[src/rtl/frame_wr_pkg.sv]
// Shared types and sizes for the frame write arbiter and its byte bank.
package frame_wr_pkg;

  localparam int unsigned BYTES  = 8;
  localparam int unsigned IDX_W  = 3;
  localparam int unsigned BYTE_W = 8;
  localparam int unsigned WORD_W = BYTES * BYTE_W;

  typedef enum logic [1:0] {
    ST_IDLE = 2'd0,
    ST_FILL = 2'd1,
    ST_HOLD = 2'd2
  } state_e;

endpackage

[src/rtl/frame_wr_arbiter_byte_bank.sv]
// Eight byte lanes assembled into one word; a lane changes only when written.
module byte_bank
  import frame_wr_pkg::*;
(
  input  logic              clk,
  input  logic              rst,
  input  logic              we,
  input  logic [IDX_W-1:0]  addr,
  input  logic [BYTE_W-1:0] din,
  output logic [WORD_W-1:0] q
);

  logic [BYTE_W-1:0] lane_q [BYTES];
  logic [BYTE_W-1:0] lane_d [BYTES];

  always_comb begin
    for (int unsigned i = 0; i < BYTES; i++) begin
      lane_d[i] = lane_q[i];
      if (we && (addr == IDX_W'(i))) begin
        lane_d[i] = din;
      end
    end
  end

  always_ff @(posedge clk) begin
    for (int unsigned i = 0; i < BYTES; i++) begin
      if (rst) begin
        lane_q[i] <= '0;
      end else begin
        lane_q[i] <= lane_d[i];
      end
    end
  end

  for (genvar g = 0; g < BYTES; g++) begin : g_lane
    assign q[g*BYTE_W +: BYTE_W] = lane_q[g];
  end

endmodule

[src/rtl/frame_wr_arbiter.sv]
// Round-robin arbiter granting one 8-byte write bank per frame to one of two
// byte streams, with stall timeout abort and a valid/ready word output.
module frame_wr_arbiter
  import frame_wr_pkg::*;
#(
  parameter int unsigned TIMEOUT = 15,
  parameter int unsigned CW      = 8
) (
  input  logic              w_clk,
  input  logic              rst,
  input  logic              req0_valid,
  input  logic [BYTE_W-1:0] req0_data,
  output logic              req0_ready,
  input  logic              req1_valid,
  input  logic [BYTE_W-1:0] req1_data,
  output logic              req1_ready,
  output logic              frame_valid,
  output logic [WORD_W-1:0] frame_data,
  output logic              frame_src,
  input  logic              frame_ready,
  output logic              abort,
  output logic              abort_src
);

  localparam logic [CW-1:0]    STALL_LAST = CW'(TIMEOUT - 1);
  localparam logic [CW-1:0]    STALL_MAX  = '1;
  localparam logic [IDX_W-1:0] IDX_LAST   = IDX_W'(BYTES - 1);

  state_e            state_q, state_d;
  logic              gnt_q, gnt_d;
  logic              last_q, last_d;
  logic [IDX_W-1:0]  idx_q, idx_d;
  logic [CW-1:0]     stall_q, stall_d;
  logic              rdy0_q, rdy0_d;
  logic              rdy1_q, rdy1_d;
  logic              fv_q, fv_d;
  logic              fsrc_q, fsrc_d;
  logic              abort_q, abort_d;
  logic              asrc_q, asrc_d;

  logic              gnt_valid_c;
  logic [BYTE_W-1:0] gnt_data_c;
  logic              accept_c;
  logic              bank_we_c;

  assign gnt_valid_c = gnt_q ? req1_valid : req0_valid;
  assign gnt_data_c  = gnt_q ? req1_data  : req0_data;
  assign accept_c    = gnt_valid_c && (gnt_q ? rdy1_q : rdy0_q);

  // Next state, arbitration, byte indexing and stall tracking.
  always_comb begin
    state_d   = state_q;
    gnt_d     = gnt_q;
    last_d    = last_q;
    idx_d     = idx_q;
    stall_d   = stall_q;
    fv_d      = fv_q;
    fsrc_d    = fsrc_q;
    abort_d   = 1'b0;
    asrc_d    = asrc_q;
    bank_we_c = 1'b0;

    unique case (state_q)
      ST_IDLE: begin
        if (req0_valid || req1_valid) begin
          gnt_d   = (req0_valid && req1_valid) ? ~last_q : req1_valid;
          last_d  = gnt_d;
          idx_d   = '0;
          stall_d = '0;
          state_d = ST_FILL;
        end
      end
      ST_FILL: begin
        if (accept_c) begin
          bank_we_c = 1'b1;
          stall_d   = '0;
          if (idx_q == IDX_LAST) begin
            state_d = ST_HOLD;
            fv_d    = 1'b1;
            fsrc_d  = gnt_q;
          end else begin
            idx_d = idx_q + IDX_W'(1);
          end
        end else if (stall_q == STALL_LAST) begin
          // Source went quiet too long: drop the partial frame.
          abort_d = 1'b1;
          asrc_d  = gnt_q;
          stall_d = '0;
          idx_d   = '0;
          state_d = ST_IDLE;
        end else if (stall_q != STALL_MAX) begin
          stall_d = stall_q + CW'(1);
        end
      end
      ST_HOLD: begin
        if (frame_ready) begin
          fv_d    = 1'b0;
          idx_d   = '0;
          state_d = ST_IDLE;
        end
      end
      default: begin
        state_d = ST_IDLE;
      end
    endcase

    rdy0_d = (state_d == ST_FILL) && !gnt_d;
    rdy1_d = (state_d == ST_FILL) && gnt_d;
  end

  always_ff @(posedge w_clk) begin
    if (rst) begin
      state_q <= ST_IDLE;
      gnt_q   <= 1'b0;
      last_q  <= 1'b1;
      idx_q   <= '0;
      stall_q <= '0;
      rdy0_q  <= 1'b0;
      rdy1_q  <= 1'b0;
      fv_q    <= 1'b0;
      fsrc_q  <= 1'b0;
      abort_q <= 1'b0;
      asrc_q  <= 1'b0;
    end else begin
      state_q <= state_d;
      gnt_q   <= gnt_d;
      last_q  <= last_d;
      idx_q   <= idx_d;
      stall_q <= stall_d;
      rdy0_q  <= rdy0_d;
      rdy1_q  <= rdy1_d;
      fv_q    <= fv_d;
      fsrc_q  <= fsrc_d;
      abort_q <= abort_d;
      asrc_q  <= asrc_d;
    end
  end

  byte_bank u_bank (
    .clk  (w_clk),
    .rst  (rst),
    .we   (bank_we_c),
    .addr (idx_q),
    .din  (gnt_data_c),
    .q    (frame_data)
  );

  assign req0_ready  = rdy0_q;
  assign req1_ready  = rdy1_q;
  assign frame_valid = fv_q;
  assign frame_src   = fsrc_q;
  assign abort       = abort_q;
  assign abort_src   = asrc_q;

endmodule

[config.mk]
export PLATFORM = sky130hd
export DESIGN_NAME = frame_wr_arbiter
export DESIGN_NICKNAME = d
export VERILOG_FILES = /design/src/rtl/frame_wr_pkg.sv /design/src/rtl/frame_wr_arbiter_byte_bank.sv /design/src/rtl/frame_wr_arbiter.sv
export SDC_FILE = /design/constraint.sdc
export NUM_CORES = 1
export LEC_CHECK = 0
export CAP_MARGIN = 20
export CORE_MARGIN = 5
export CORE_UTILIZATION = 43
export CTS_CLUSTER_SIZE = 8
export DETAILED_ROUTE_END_ITERATION = 6
export GPL_ROUTABILITY_DRIVEN = 0
export PLACE_DENSITY_LB_ADDON = 0.2
export SLEW_MARGIN = 20
export SYNTH_ARGS = -nofsm -noshare
export SYNTH_HDL_FRONTEND = slang
export SYNTH_SLANG_ARGS = --single-unit
export TNS_END_PERCENT = 100
[constraint.sdc]
create_clock -name w_clk -period 1.8 [get_ports w_clk]
set_input_delay 0.36 -clock w_clk [delete_from_list [all_inputs] [get_ports w_clk]]
set_output_delay 0.36 -clock w_clk [all_outputs]
set_load 0.02 [all_outputs]
==> flow_metrics.env <==
export IMPL_synth_area_top_cells="dfxtp_1 43%, mux2i_1 15%, nand2b_1 8.5%"
export IMPL_slew_headroom_pct=75.7
export IMPL_synth_xor_area_share_pct=0
export IMPL_final_antenna_net_count=0
export IMPL_grt_pass1_wl_um=15600
export IMPL_yosys_warnings=0
export IMPL_cts_sinks=85
export IMPL_top_layer_used="met4"
export IMPL_cts_tree="yes"
export IMPL_synth_nets=416
export IMPL_hold_viol=0
export IMPL_rr_endpoint="idx_q[0]$_SDFFE_PP0P_"
export IMPL_start_util_pct=44.5
export IMPL_synth_top_cell_by_area="dfxtp_1"
export IMPL_worstSetupPathType="register to register"
export IMPL_yosysSeqAreaShare_pct=43.4
export IMPL_final_seq_area_um2=1700
export IMPL_required_ps=2040
export IMPL_die_area_um2=11100
export IMPL_netlist_area_um2=3920
export IMPL_period_share_pct=95.2
export IMPL_synth_compound_area_share_pct=10.9
export IMPL_design_area_um2=5340
export IMPL_dpl_hpwl_um=6990
export IMPL_timing_rr_start="stall_q[7]$_SDFFE_PP0P_"
export IMPL_synthTopCellsByCount="85 x dfxtp_1, 59 x mux2i_1, 53 x nand2b_1, 26 x nor2_1"
export IMPL_wl_um=9300
export IMPL_place_ws_ps=-323
export IMPL_fillers=743
export IMPL_syn_inst=387
export IMPL_min_path_cells=2
export IMPL_grt_max_degree=56
export IMPL_synth_top_area_share_pct=43.4
export IMPL_synth_seq_cells=85
export IMPL_first_global_vias=3120
export IMPL_via_per_inst=5.01
export IMPL_area_growth_pct=36.1
export IMPL_placed_area_um2=5100
export IMPL_r2r_setup_slack_ps=90
export IMPL_insertion_delay_ps=350
export IMPL_grt_util_all_layers_pct=17.2
export IMPL_cts_buffers=9
export IMPL_critPathMaxFanout=4
export IMPL_synth_simple_area_share_pct=20.7
export IMPL_clk_pin_slew_ps=80
export IMPL_irDropWorstVdd_mv=0.402
export IMPL_clk_path_buf_depth=2
export IMPL_period_minus_slack_ps=1710
export IMPL_port_buffers=90
export IMPL_status="complete, no violations"
export IMPL_synthArstFlopShare_pct=0
export IMPL_grt_overflow_total=0
export IMPL_m1WireLength_um=4380
export IMPL_start_kind="register"
export IMPL_row_count=34
export IMPL_min_from="rst"
export IMPL_muxShareOfSynthArea_pct=15.6
export IMPL_core_area_um2=8810
export IMPL_synth_top_family_by_area="simple AND/OR/NAND/NOR gates"
export IMPL_rsz0062_at_grt="no"
export IMPL_final_util_pct=60.6
export IMPL_power_density_nw_per_um2=724
export IMPL_synth_edff_count=0
export IMPL_die_h_um=105
export IMPL_holdWs_ps=395
export IMPL_nets=522
export IMPL_holdCritPathClass="input pin to register"
export IMPL_clock_fmax_mhz=583
export IMPL_htreeDepth=3
export IMPL_synth_area_per_cell_um2=10.1
export IMPL_drive_above_1_share_pct=17.3
export IMPL_rr_worst_depth=4
export IMPL_post_cts_buffers=0
export IMPL_antenna_found_initial=0
export IMPL_yosysMostFrequentCell="dfxtp_1"
export IMPL_vias=3033
export IMPL_p_leak_nw=2.06
export IMPL_cts_root_buffer="clkbuf_8"
export IMPL_dieWidth_um=105
export IMPL_cp_end_kind="register"
export IMPL_finClkSkew_ps=7.63
export IMPL_wire_per_inst_um=15.4
export IMPL_met3_length_um=483
export IMPL_ios=91
export IMPL_multi_input_area_um2=1970
export IMPL_synth_ff_type="dfxtp_1"
export IMPL_cp_arrival_ps=1950
export IMPL_drt_iter0_drc=114
export IMPL_setup_violations=0
export IMPL_dr_pass1_iters=4
export IMPL_drc=0
export IMPL_drv_slew=0
export IMPL_antenna_cells=0
export IMPL_yosys_cell_types_count=48
export IMPL_tightestPinTransition_ps=362
export IMPL_setup_ws_ps=85.8
export IMPL_wl_met2_um=4310
export IMPL_synthAdderAreaFrac_pct=2.55
export IMPL_maxCapViolCount=0
export IMPL_hold_path_end="u_bank.lane_q[1][29]$_SDFFE_PP0P_"
layout make-up:
class / count / share of cell area (%)
multi-input cells: 258 / 36.9
flip-flops and latches: 85 / 31.9
repair buffers: 127 / 23.7
clock buffers: 10 / 2.58
well taps: 108 / 2.53
clock inverters: 5 / 1.59
inverters: 12 / 0.844
stage by stage:
step / power, mW / TNS (ps) / instances
2_1_floorplan: 2.23 / 0 / 387
3_3_place_gp: 2.41 / -13060 / 590
3_5_place_dp: 2.42 / -15680 / 590
4_1_cts: 3.90 / 0 / 605
5_1_grt: 4.03 / 0 / 605
6_report: 3.86 / 0 / 605
worst max path at each step:
stage / startpoint / to / slack, ps / cells past startpoint
2_1_floorplan: gnt_q$_SDFF_PP0_ / idx_q[0]$_SDFFE_PP0P_ / 80 / 7
3_3_place_gp: req0_valid / idx_q[2]$_SDFFE_PP0P_ / -260 / 5
3_5_place_dp: req0_valid / idx_q[0]$_SDFFE_PP0P_ / -320 / 5
4_1_cts: stall_q[7]$_SDFFE_PP0P_ / idx_q[0]$_SDFFE_PP0P_ / 40 / 4
5_1_grt: stall_q[7]$_SDFFE_PP0P_ / idx_q[0]$_SDFFE_PP0P_ / 20 / 4
6_report: stall_q[7]$_SDFFE_PP0P_ / idx_q[0]$_SDFFE_PP0P_ / 90 / 4
cell usage in the layout, fill, tap and decap left out, types with 2 or more instances in the layout:
cell type / n
clkbuf_8: 10
buf_12: 7
clkdlybuf4s50_1: 88
nor4_2: 2
nor2_1: 26
nand3_1: 8
a21oi_2: 2
nand3_2: 4
ha_1: 8
clkinv_4: 2
mux2i_1: 59
a211oi_1: 10
nand4_1: 5
bufinv_16: 2
o221ai_1: 4
and2_1: 2
inv_1: 12
a21oi_1: 6
nand3b_1: 2
o21ai_0: 5
nand2b_1: 52
mux2_1: 2
buf_4: 30
or2_2: 8
nor2b_1: 3
a211oi_2: 9
dfxtp_1: 85
nand2_1: 12
nor3_1: 6
and3_1: 4
critical path, stage by stage (launching register included):
cell and delay (ps):
dfxtp_1 350, nor4_2 400, nand3_2 170, a211oi_4 330, mux2_1 350
routing by layer:
metal  up-vias  global-route usage, %
li1       1544                      -
met4         0                   5.27
met1      1411                   22.2
met2        69                   28.3
met5         -                      0
met3         9                   4.22
cells by family after synthesis:
family / count (synthesis)
buf+inv: 44
flops: 85
simple gates: 141
compound gates: 48
fa+ha+maj: 8
mux: 61
report_power, final:
part	total, mW	switching (mW)	internal [mW]	leakage, nW
clock network	1.49	0.674	0.816	0.109
registers	1.93	0.0244	1.90	0.686
logic	0.446	0.226	0.219	1.27
total	3.86	0.925	2.94	2.06
what timing repair did:
action,CTS,global route
setup endpoints to repair,2,16
resized for setup,1,4
hold buffers,0,0
registers in the layout, summed over array words and instances, names as in the netlist:
signal         cells
abort              1
frame_valid        1
abort_src          1
u_bank.lane_q     64
req1_ready         1
state_q            2
stall_q            8
req0_ready         1
last_q             1
frame_src          1
idx_q              3
gnt_q              1
Note: power is estimated with default switching activity, not from simulation.
